--- src/rtl/dma_pkg.sv ---
// dma_pkg: shared types and constants for the TX DMA fetch path.
//   tx_desc_t      - decoded descriptor (byte address, byte length, EOF flag)
//   fetch_state_e  - fetch engine states
//   AXI_RESP_OKAY, AXI_BURST_INCR, AXI_SIZE_8B - fixed AXI encodings
//   keep_mask()    - byte-keep for a trailing partial word
package dma_pkg;

  typedef struct packed {
    logic        eof;
    logic [15:0] len;
    logic [31:0] addr;
  } tx_desc_t;

  typedef enum logic [2:0] {
    ST_IDLE,
    ST_POP,
    ST_ADDR,
    ST_DATA,
    ST_ERR
  } fetch_state_e;

  localparam logic [1:0] AXI_RESP_OKAY  = 2'b00;
  localparam logic [1:0] AXI_BURST_INCR = 2'b01;
  localparam logic [2:0] AXI_SIZE_8B    = 3'b011;

  // Low 'lo' bytes valid; lo = 0 means the final word is full.
  function automatic logic [7:0] keep_mask(input logic [2:0] lo);
    logic [7:0] m;
    for (int i = 0; i < 8; i++) begin
      m[i] = (lo == 3'd0) || (3'(i) < lo);
    end
    return m;
  endfunction

endpackage

--- src/rtl/AXI_clks.sv ---
// AXI_clks: clock/reset bundle shared by the AXI-side blocks.
//   clk - rising-edge clock
//   rst - asynchronous active-low reset
interface AXI_clks;
  logic clk;
  logic rst;
  modport to_rtl (input clk, input rst);
endinterface

--- src/rtl/dma_burst_calc.sv ---
// dma_burst_calc: combinational burst sizing for the TX fetch engine.
// Given the address and remaining byte count of the next burst, produces
// ARLEN, whether this burst finishes the descriptor, and the byte-keep of
// the descriptor's final word.
//   cur_addr   - byte address of the burst (bits [2:0] are zero)
//   bytes_left - bytes still to fetch for the descriptor (non-zero)
//   arlen      - beats - 1
//   last_burst - this burst carries the descriptor's final beat
//   keep_last  - tx_keep for the descriptor's final beat
// Build option DMA_TX_4K_SPLIT_EN: clip bursts at 4 KB address boundaries.
module dma_burst_calc
  import dma_pkg::*;
#(
  parameter int MAX_BURST = 16
) (
  input  logic [31:0] cur_addr,
  input  logic [15:0] bytes_left,
  output logic [7:0]  arlen,
  output logic        last_burst,
  output logic [7:0]  keep_last
);

  localparam logic [16:0] MAX_BEATS = 17'(MAX_BURST);

  logic [16:0] beats_rem;
  logic [16:0] beats;
  logic        unused_addr;

  // ceil(bytes/8) in 17 bits so a length of 0xFFFF cannot overflow.
  assign beats_rem = ({1'b0, bytes_left} + 17'd7) >> 3;

`ifdef DMA_TX_4K_SPLIT_EN
  logic [16:0] room;

  // Words left before the next 4 KB boundary: 1..512.
  assign room        = 17'd512 - {8'd0, cur_addr[11:3]};
  assign unused_addr = ^{cur_addr[31:12], cur_addr[2:0]};

  always_comb begin
    beats = (beats_rem < MAX_BEATS) ? beats_rem : MAX_BEATS;
    if (room < beats) begin
      beats = room;
    end
  end
`else
  assign unused_addr = ^cur_addr;
  assign beats       = (beats_rem < MAX_BEATS) ? beats_rem : MAX_BEATS;
`endif

  assign arlen      = 8'(beats - 17'd1);
  assign last_burst = (beats == beats_rem);
  assign keep_last  = keep_mask(bytes_left[2:0]);

endmodule

--- src/rtl/dma_tx_fetch.sv ---
// dma_tx_fetch: pops TX descriptors from the descriptor stack, splits each
// into AXI4 INCR read bursts (one outstanding), and streams the returned
// 64-bit words with byte-keep / end-of-frame into the TX frame buffer.
//   clks        - clock (clks.clk) and async active-low reset (clks.rst)
//   enable      - fetch permitted, sampled in IDLE only
//   haddr       - head descriptor: [31:0] addr, [47:32] len, [63] EOF
//   stack_empty - no descriptor available; rd_en pops one (1-cycle strobe)
//   ar* / r*    - AXI4 read address and data channels
//   tx_*        - frame buffer stream (single output register)
//   busy        - engine not IDLE
//   frames_done - EOF descriptors completed (wraps)
//   err         - sticky, any non-OKAY rresp; engine parks in ERR after
//                 finishing the failing descriptor
// Build option DMA_TX_4K_SPLIT_EN: bursts never cross a 4 KB boundary.
module dma_tx_fetch
  import dma_pkg::*;
#(
  parameter int         MAX_BURST = 16,
  parameter logic [3:0] AXI_ID    = 4'h0
) (
  AXI_clks.to_rtl     clks,
  input  logic        enable,
  input  logic [63:0] haddr,
  input  logic        stack_empty,
  output logic        rd_en,
  output logic [31:0] araddr,
  output logic [7:0]  arlen,
  output logic [2:0]  arsize,
  output logic [1:0]  arburst,
  output logic [3:0]  arid,
  output logic        arvalid,
  input  logic        arready,
  input  logic [63:0] rdata,
  input  logic [1:0]  rresp,
  input  logic        rlast,
  input  logic        rvalid,
  output logic        rready,
  output logic [63:0] tx_data,
  output logic [7:0]  tx_keep,
  output logic        tx_last,
  output logic        tx_valid,
  input  logic        tx_ready,
  output logic        busy,
  output logic [15:0] frames_done,
  output logic        err
);

  tx_desc_t     desc;
  fetch_state_e state;

  logic [31:0] cur_addr;
  logic [15:0] bytes_left;
  logic        eof_r;
  logic        last_burst_r;
  logic [7:0]  keep_last_r;

  logic [8:0]  burst_beats;
  logic [31:0] nxt_addr;
  logic [15:0] nxt_left;
  logic [31:0] calc_addr;
  logic [15:0] calc_left;
  logic [7:0]  calc_arlen;
  logic        calc_last;
  logic [7:0]  calc_keep;

  logic        r_acc;
  logic        final_beat;
  logic        beat_err;
  logic        unused_haddr;

  assign desc.addr    = {haddr[31:3], 3'b000};
  assign desc.len     = haddr[47:32];
  assign desc.eof     = haddr[63];
  assign unused_haddr = ^{haddr[62:48], haddr[2:0]};

  // Position after the burst in flight; only meaningful in DATA.
  assign burst_beats = {1'b0, arlen} + 9'd1;
  assign nxt_addr    = cur_addr + {20'd0, burst_beats, 3'b000};
  assign nxt_left    = last_burst_r ? 16'd0 : (bytes_left - {4'd0, burst_beats, 3'b000});

  // The calculator sizes the *next* burst so its AR can be registered on the
  // same edge that leaves POP or finishes the previous burst.
  assign calc_addr = (state == ST_POP) ? desc.addr : nxt_addr;
  assign calc_left = (state == ST_POP) ? desc.len  : nxt_left;

  dma_burst_calc #(
    .MAX_BURST (MAX_BURST)
  ) u_calc (
    .cur_addr   (calc_addr),
    .bytes_left (calc_left),
    .arlen      (calc_arlen),
    .last_burst (calc_last),
    .keep_last  (calc_keep)
  );

  assign arsize  = AXI_SIZE_8B;
  assign arburst = AXI_BURST_INCR;
  assign arid    = AXI_ID;

  // Accept a beat only when the tx register is empty or draining this cycle.
  assign rready     = (state == ST_DATA) && (!tx_valid || tx_ready);
  assign r_acc      = rvalid && rready;
  assign final_beat = last_burst_r && rlast;
  assign beat_err   = r_acc && (rresp != AXI_RESP_OKAY);
  assign busy       = (state != ST_IDLE);

  always_ff @(posedge clks.clk or negedge clks.rst) begin
    if (!clks.rst) begin
      state        <= ST_IDLE;
      rd_en        <= 1'b0;
      araddr       <= '0;
      arlen        <= '0;
      arvalid      <= 1'b0;
      tx_data      <= '0;
      tx_keep      <= '0;
      tx_last      <= 1'b0;
      tx_valid     <= 1'b0;
      frames_done  <= '0;
      err          <= 1'b0;
      cur_addr     <= '0;
      bytes_left   <= '0;
      eof_r        <= 1'b0;
      last_burst_r <= 1'b0;
      keep_last_r  <= '0;
    end else begin
      rd_en <= 1'b0;

      // Output register stage
      if (r_acc) begin
        tx_valid <= 1'b1;
        tx_data  <= rdata;
        tx_keep  <= final_beat ? keep_last_r : 8'hFF;
        tx_last  <= eof_r && final_beat;
      end else if (tx_ready) begin
        tx_valid <= 1'b0;
      end

      if (beat_err) begin
        err <= 1'b1;
      end

      // Control stage
      case (state)
        ST_IDLE: begin
          if (enable && !stack_empty) begin
            state <= ST_POP;
            rd_en <= 1'b1;
          end
        end

        ST_POP: begin
          cur_addr    <= calc_addr;
          bytes_left  <= desc.len;
          eof_r       <= desc.eof;
          keep_last_r <= calc_keep;
          if (desc.len == 16'd0) begin
            state <= ST_IDLE;
          end else begin
            state        <= ST_ADDR;
            arvalid      <= 1'b1;
            araddr       <= calc_addr;
            arlen        <= calc_arlen;
            last_burst_r <= calc_last;
          end
        end

        ST_ADDR: begin
          if (arready) begin
            arvalid <= 1'b0;
            state   <= ST_DATA;
          end
        end

        ST_DATA: begin
          if (r_acc && rlast) begin
            cur_addr   <= nxt_addr;
            bytes_left <= nxt_left;
            if (!last_burst_r) begin
              state        <= ST_ADDR;
              arvalid      <= 1'b1;
              araddr       <= calc_addr;
              arlen        <= calc_arlen;
              last_burst_r <= calc_last;
            end else begin
              if (eof_r) begin
                frames_done <= frames_done + 16'd1;
              end
              // A failing descriptor is always finished before parking.
              state <= (err || beat_err) ? ST_ERR : ST_IDLE;
            end
          end
        end

        ST_ERR: state <= ST_ERR;

        default: state <= ST_IDLE;
      endcase
    end
  end

endmodule

--- src/flat_wrapper.sv ---
// flat-port wrapper written by rule: the top's interface ports become plain ports
module dma_tx_fetch_flat import dma_pkg::*;
#(
  parameter int         MAX_BURST = 16,
  parameter logic [3:0] AXI_ID    = 4'h0
)
  (enable, haddr, stack_empty, rd_en, araddr, arlen, arsize, arburst, arid, arvalid, arready, rdata, rresp, rlast, rvalid, rready, tx_data, tx_keep, tx_last, tx_valid, tx_ready, busy, frames_done, err, clks_clk, clks_rst);
  AXI_clks clks_i ();
  input  logic enable;
  input  logic [63:0] haddr;
  input  logic stack_empty;
  output logic rd_en;
  output logic [31:0] araddr;
  output logic [7:0] arlen;
  output logic [2:0] arsize;
  output logic [1:0] arburst;
  output logic [3:0] arid;
  output logic arvalid;
  input  logic arready;
  input  logic [63:0] rdata;
  input  logic [1:0] rresp;
  input  logic rlast;
  input  logic rvalid;
  output logic rready;
  output logic [63:0] tx_data;
  output logic [7:0] tx_keep;
  output logic tx_last;
  output logic tx_valid;
  input  logic tx_ready;
  output logic busy;
  output logic [15:0] frames_done;
  output logic err;
  input wire logic [$bits(clks_i.clk)-1:0] clks_clk;
  input wire logic [$bits(clks_i.rst)-1:0] clks_rst;
  assign clks_i.clk = clks_clk;
  assign clks_i.rst = clks_rst;
  dma_tx_fetch #(.MAX_BURST(MAX_BURST), .AXI_ID(AXI_ID)) u_core (.clks(clks_i), .enable(enable), .haddr(haddr), .stack_empty(stack_empty), .rd_en(rd_en), .araddr(araddr), .arlen(arlen), .arsize(arsize), .arburst(arburst), .arid(arid), .arvalid(arvalid), .arready(arready), .rdata(rdata), .rresp(rresp), .rlast(rlast), .rvalid(rvalid), .rready(rready), .tx_data(tx_data), .tx_keep(tx_keep), .tx_last(tx_last), .tx_valid(tx_valid), .tx_ready(tx_ready), .busy(busy), .frames_done(frames_done), .err(err));
endmodule
--- config.mk ---
export PLATFORM = sky130hd
export DESIGN_NAME = dma_tx_fetch_flat
export DESIGN_NICKNAME = d
export VERILOG_FILES = /design/src/rtl/dma_pkg.sv /design/src/rtl/AXI_clks.sv /design/src/rtl/dma_burst_calc.sv /design/src/rtl/dma_tx_fetch.sv /design/src/flat_wrapper.sv
export SDC_FILE = /design/constraint.sdc
export NUM_CORES = 1
export LEC_CHECK = 0
export CORE_MARGIN = 2
export CORE_UTILIZATION = 52
export CTS_CLUSTER_DIAMETER = 40
export DETAILED_ROUTE_END_ITERATION = 8
export PLACE_DENSITY = 0.86
export REMOVE_ABC_BUFFERS = 1
export SLEW_MARGIN = 10
export SYNTH_ARGS = -nofsm -noshare
export SYNTH_HDL_FRONTEND = slang
export SYNTH_SLANG_ARGS = --single-unit
--- constraint.sdc ---
create_clock -name clks_clk -period 9.15 [get_ports clks_clk]
set_clock_uncertainty 0.1 [all_clocks]
set_input_delay 2.745 -clock clks_clk [delete_from_list [all_inputs] [get_ports clks_clk]]
set_output_delay 2.745 -clock clks_clk [all_outputs]
set_load 0.01 [all_outputs]
==> flow_summary.toml <==
[outcome]
status = "finished clean"

[logic_synthesis]
synth_area_mm2 = 0.01002
synthFlopType = "dfrtp_1"
yosysWarnings = 0
async_flop_share_pct = 100.0
ys_seq_area_share_pct = 48.43
syn_avg_cell_area_um2 = 8.831
ys_types = 70
synthCells = 1135
synth_edf_count = 0
ys_ff_latch = 194

[detailed_routing]
ant_nets = 0
num_vias = 9071
dr.pass1.iters = 5
wirelength_um = 27780
vias_per_cell = 5.572
wl_per_cell_um = 17.06
drt_iter0_markers = 713
drc_errors = 0

[setup_path]
worstPathCellList = "clkdlybuf4s50_1 > nand2b_1 > and2_1 > clkdlybuf4s50_1"
crit_path_max_fanout = 3
required_ns = 6.31
worstPathArrival_ns = 4.04
cp-end-kind = "output pin"
critPathTopFamily = "buffers and inverters"
crit_type = "input port to output pin"
cp_common_cell = "clkdlybuf4s50_1"
critPathMaxStageDelay_ns = 0.54
cp_slowest_cell = "clkdlybuf4s50_1"
path_buf_inv = 2
crit_cells = 4
cp-start-kind = "input port"
reg2regPathDepth = 16

[global_routing]
grt_overflow_total = 0
grt_pass1_vias = 8837
grt_pass1_wl_um = 44100
track_usage_pct = 27.39
grt_max_degree = 117
antenna_found_initial = 0

[sta]
finalWorstPathRequiredPeriod_ns = 6.883
fmaxAchievable_mhz = 145.3
fin_crit_sh_pct = 75.23
setup_viol = 0
relSlewSlack_pct = 23.36
rsz0062_at_grt = "no"
worst_pin_slew_ns = 1.145
hold_viol_final = 0
fin_tns_setup_ns = 0
slew_viol_final = 0

[clocking]
insertion_delay_ns = 0.44
cts_root_buf = "clkbuf_16"
cts-resized-gates = 0
clkSlewWorstSetupHoldPaths_ns = 0.07
cts_hold_buffers = 0
cts_buffer_depth = 2
cts.sinks = 194
numCtsBuffers = 17
cts_tree = "yes"
post_cts_buffers = 0
cts_max_level = 4

[final_layout]
nets = 1516
diodes = 0
area_growth_pct = 32.72
seqCellArea_mm2 = 0.004855
fill_cells = 1451
multi_input_area_mm2 = 0.004812
post-route-util_pct = 70.64
drive_gt1_share_pct = 4.825

[min_path]
whs_path_depth = 1
hp-class = "register to register"

[floorplan]
dieArea_mm2 = 0.02040
die_x_um = 142.8
core-area_mm2 = 0.01883
initial_core_util_pct = 53.23
die_h_um = 142.8
row_count = 50
io_pins = 282

[pwr]
ir_drop_mv = 0.2221
powerDensity_mw_per_mm2 = 348.6
leakage_uw = 0.005844

[placement]
io_buffers = 254
dp_hpwl_um = 19560
place_congestion = 0.8905

[run]
max-cap-violations = 0
[registers in the layout, indices dropped and copies added, names as in the netlist, 3 cells and up]
name and flops:
u_core.araddr 32, u_core.arlen 8, u_core.bytes_left 16, u_core.tx_keep 8, u_core.state 3, u_core.frames_done 16, u_core.tx_data 64, u_core.keep_last_r 8
u_core.cur_addr 32
[worst register-to-register path, cell delays in order (launching register included)]
cell      delay [ns]
dfrtp_1         0.48
and3_1          0.19
nand3_1         0.11
nor2_1          0.17
xor2_1          0.28
inv_1           0.09
ha_1            0.43
or2_1           0.15
or4b_4          0.49
a221oi_2        0.28
nand4_1         0.20
o31ai_4         0.34
nand2_1         0.14
or4b_1          0.54
ha_1            0.23
or3_1           0.38
a31oi_1         0.18
[path summary, 6_finish.rpt]
| kind | from | end | slack [ns] |
|---|---|---|---|
| setup / recovery | tx_ready | rready | 2.27 |
| hold / removal | u_core.keep_last_r[0]$_DFFE_PN0P_ | u_core.keep_last_r[0]$_DFFE_PN0P_ | 0.37 |
| setup reg to reg | u_core.arlen[4]$_DFFE_PN0P_ | u_core.arlen[2]$_DFFE_PN0P_ | 4.31 |
| hold reg to reg | u_core.keep_last_r[0]$_DFFE_PN0P_ | u_core.keep_last_r[0]$_DFFE_PN0P_ | 0.37 |
| max in group asynchronous | clks_rst | u_core.cur_addr[12]$_DFFE_PN0P_ | 5.00 |
| min in group asynchronous | clks_rst | u_core.frames_done[12]$_DFFE_PN0P_ | 2.32 |
[synthesized netlist by cell type, types with 12 or more instances]
library cell | instances | area [µm²]
nor3_1 | 28 | 140.1
clkbuf_1 | 47 | 176.4
nor4_1 | 21 | 131.4
nand3_1 | 25 | 125.1
xnor2_1 | 45 | 394.1
and3_1 | 13 | 81.33
dfrtp_1 | 194 | 4855
nand2_1 | 303 | 1137
inv_1 | 26 | 97.59
xor2_1 | 15 | 131.4
o31ai_1 | 12 | 90.09
ha_1 | 21 | 262.8
a31oi_1 | 19 | 118.9
o21ai_0 | 56 | 280.3
nor2_1 | 87 | 326.6
a21oi_1 | 43 | 215.2
[layer usage]
| layer | wire, µm | vias up | track usage (%) |
|---|---|---|---|
| li1 | - | 4318 | - |
| met2 | 13770 | 374 | 46.99 |
| met4 | 758 | 0 | 10.47 |
| met3 | 1956 | 61 | 5.533 |
| met1 | 11290 | 4318 | 34.26 |
| met5 | 0 | - | 0 |
[area by class of cell]
class | instances | share of cell area (%)
clock buffer | 17 | 3.198
timing repair buffer | 261 | 19.54
inverter | 26 | 0.7336
tap | 260 | 2.445
clock inverter | 15 | 1.420
multi-input combinational | 855 | 36.17
sequential | 194 | 36.49
[where the power goes]
part / switching [µW] / total [µW] / internal [µW]
clock: 364 / 783 / 419
sequential: 259 / 1460 / 1200
combinational: 1290 / 2390 / 1110
total: 1910 / 4640 / 2730
[per-stage QoR]
step	area (µm²)	hold WS [ns]	setup slack, ns	total power (µW)	std cells
after global placement	12690	0.3494	2.286	3743	1596
after floorplan	9747	0.3354	2.124	2885	1075
after detailed placement	12690	0.3544	2.269	3835	1596
after global routing	13300	0.3945	2.220	4957	1628
after CTS	13300	0.3731	2.258	4634	1628
final	13300	0.3722	2.267	4637	1628
[placed cells by master, fill, tap and decap left out, types with 25 or more instances in the layout]
master,synthesis,routed
nand3_1,25,25
clkdlybuf4s50_1,0,253
inv_1,26,26
o21ai_0,56,56
nand2_1,303,302
dfrtp_1,194,194
xnor2_1,45,45
a21oi_1,43,43
nor2_1,87,87
nor3_1,28,28
[kinds of logic (layout without fill, tap and decap cells)]
kind of cell             after synthesis  after routing  synth area share, %
AO/OA/AOI/OAI                        211            211                13.84
buffers and inverters                 93            319                3.994
multiplexers                          19             19                2.035
other                                  2              9              0.07492
XOR/XNOR                              60             60                5.243
adder cells (fa/ha/maj)               23             23                3.021
AND/OR/NAND/NOR                      533            533                23.36
flip-flops                           194            194                48.43
No activity file was read; power rests on OpenSTA's default activity.
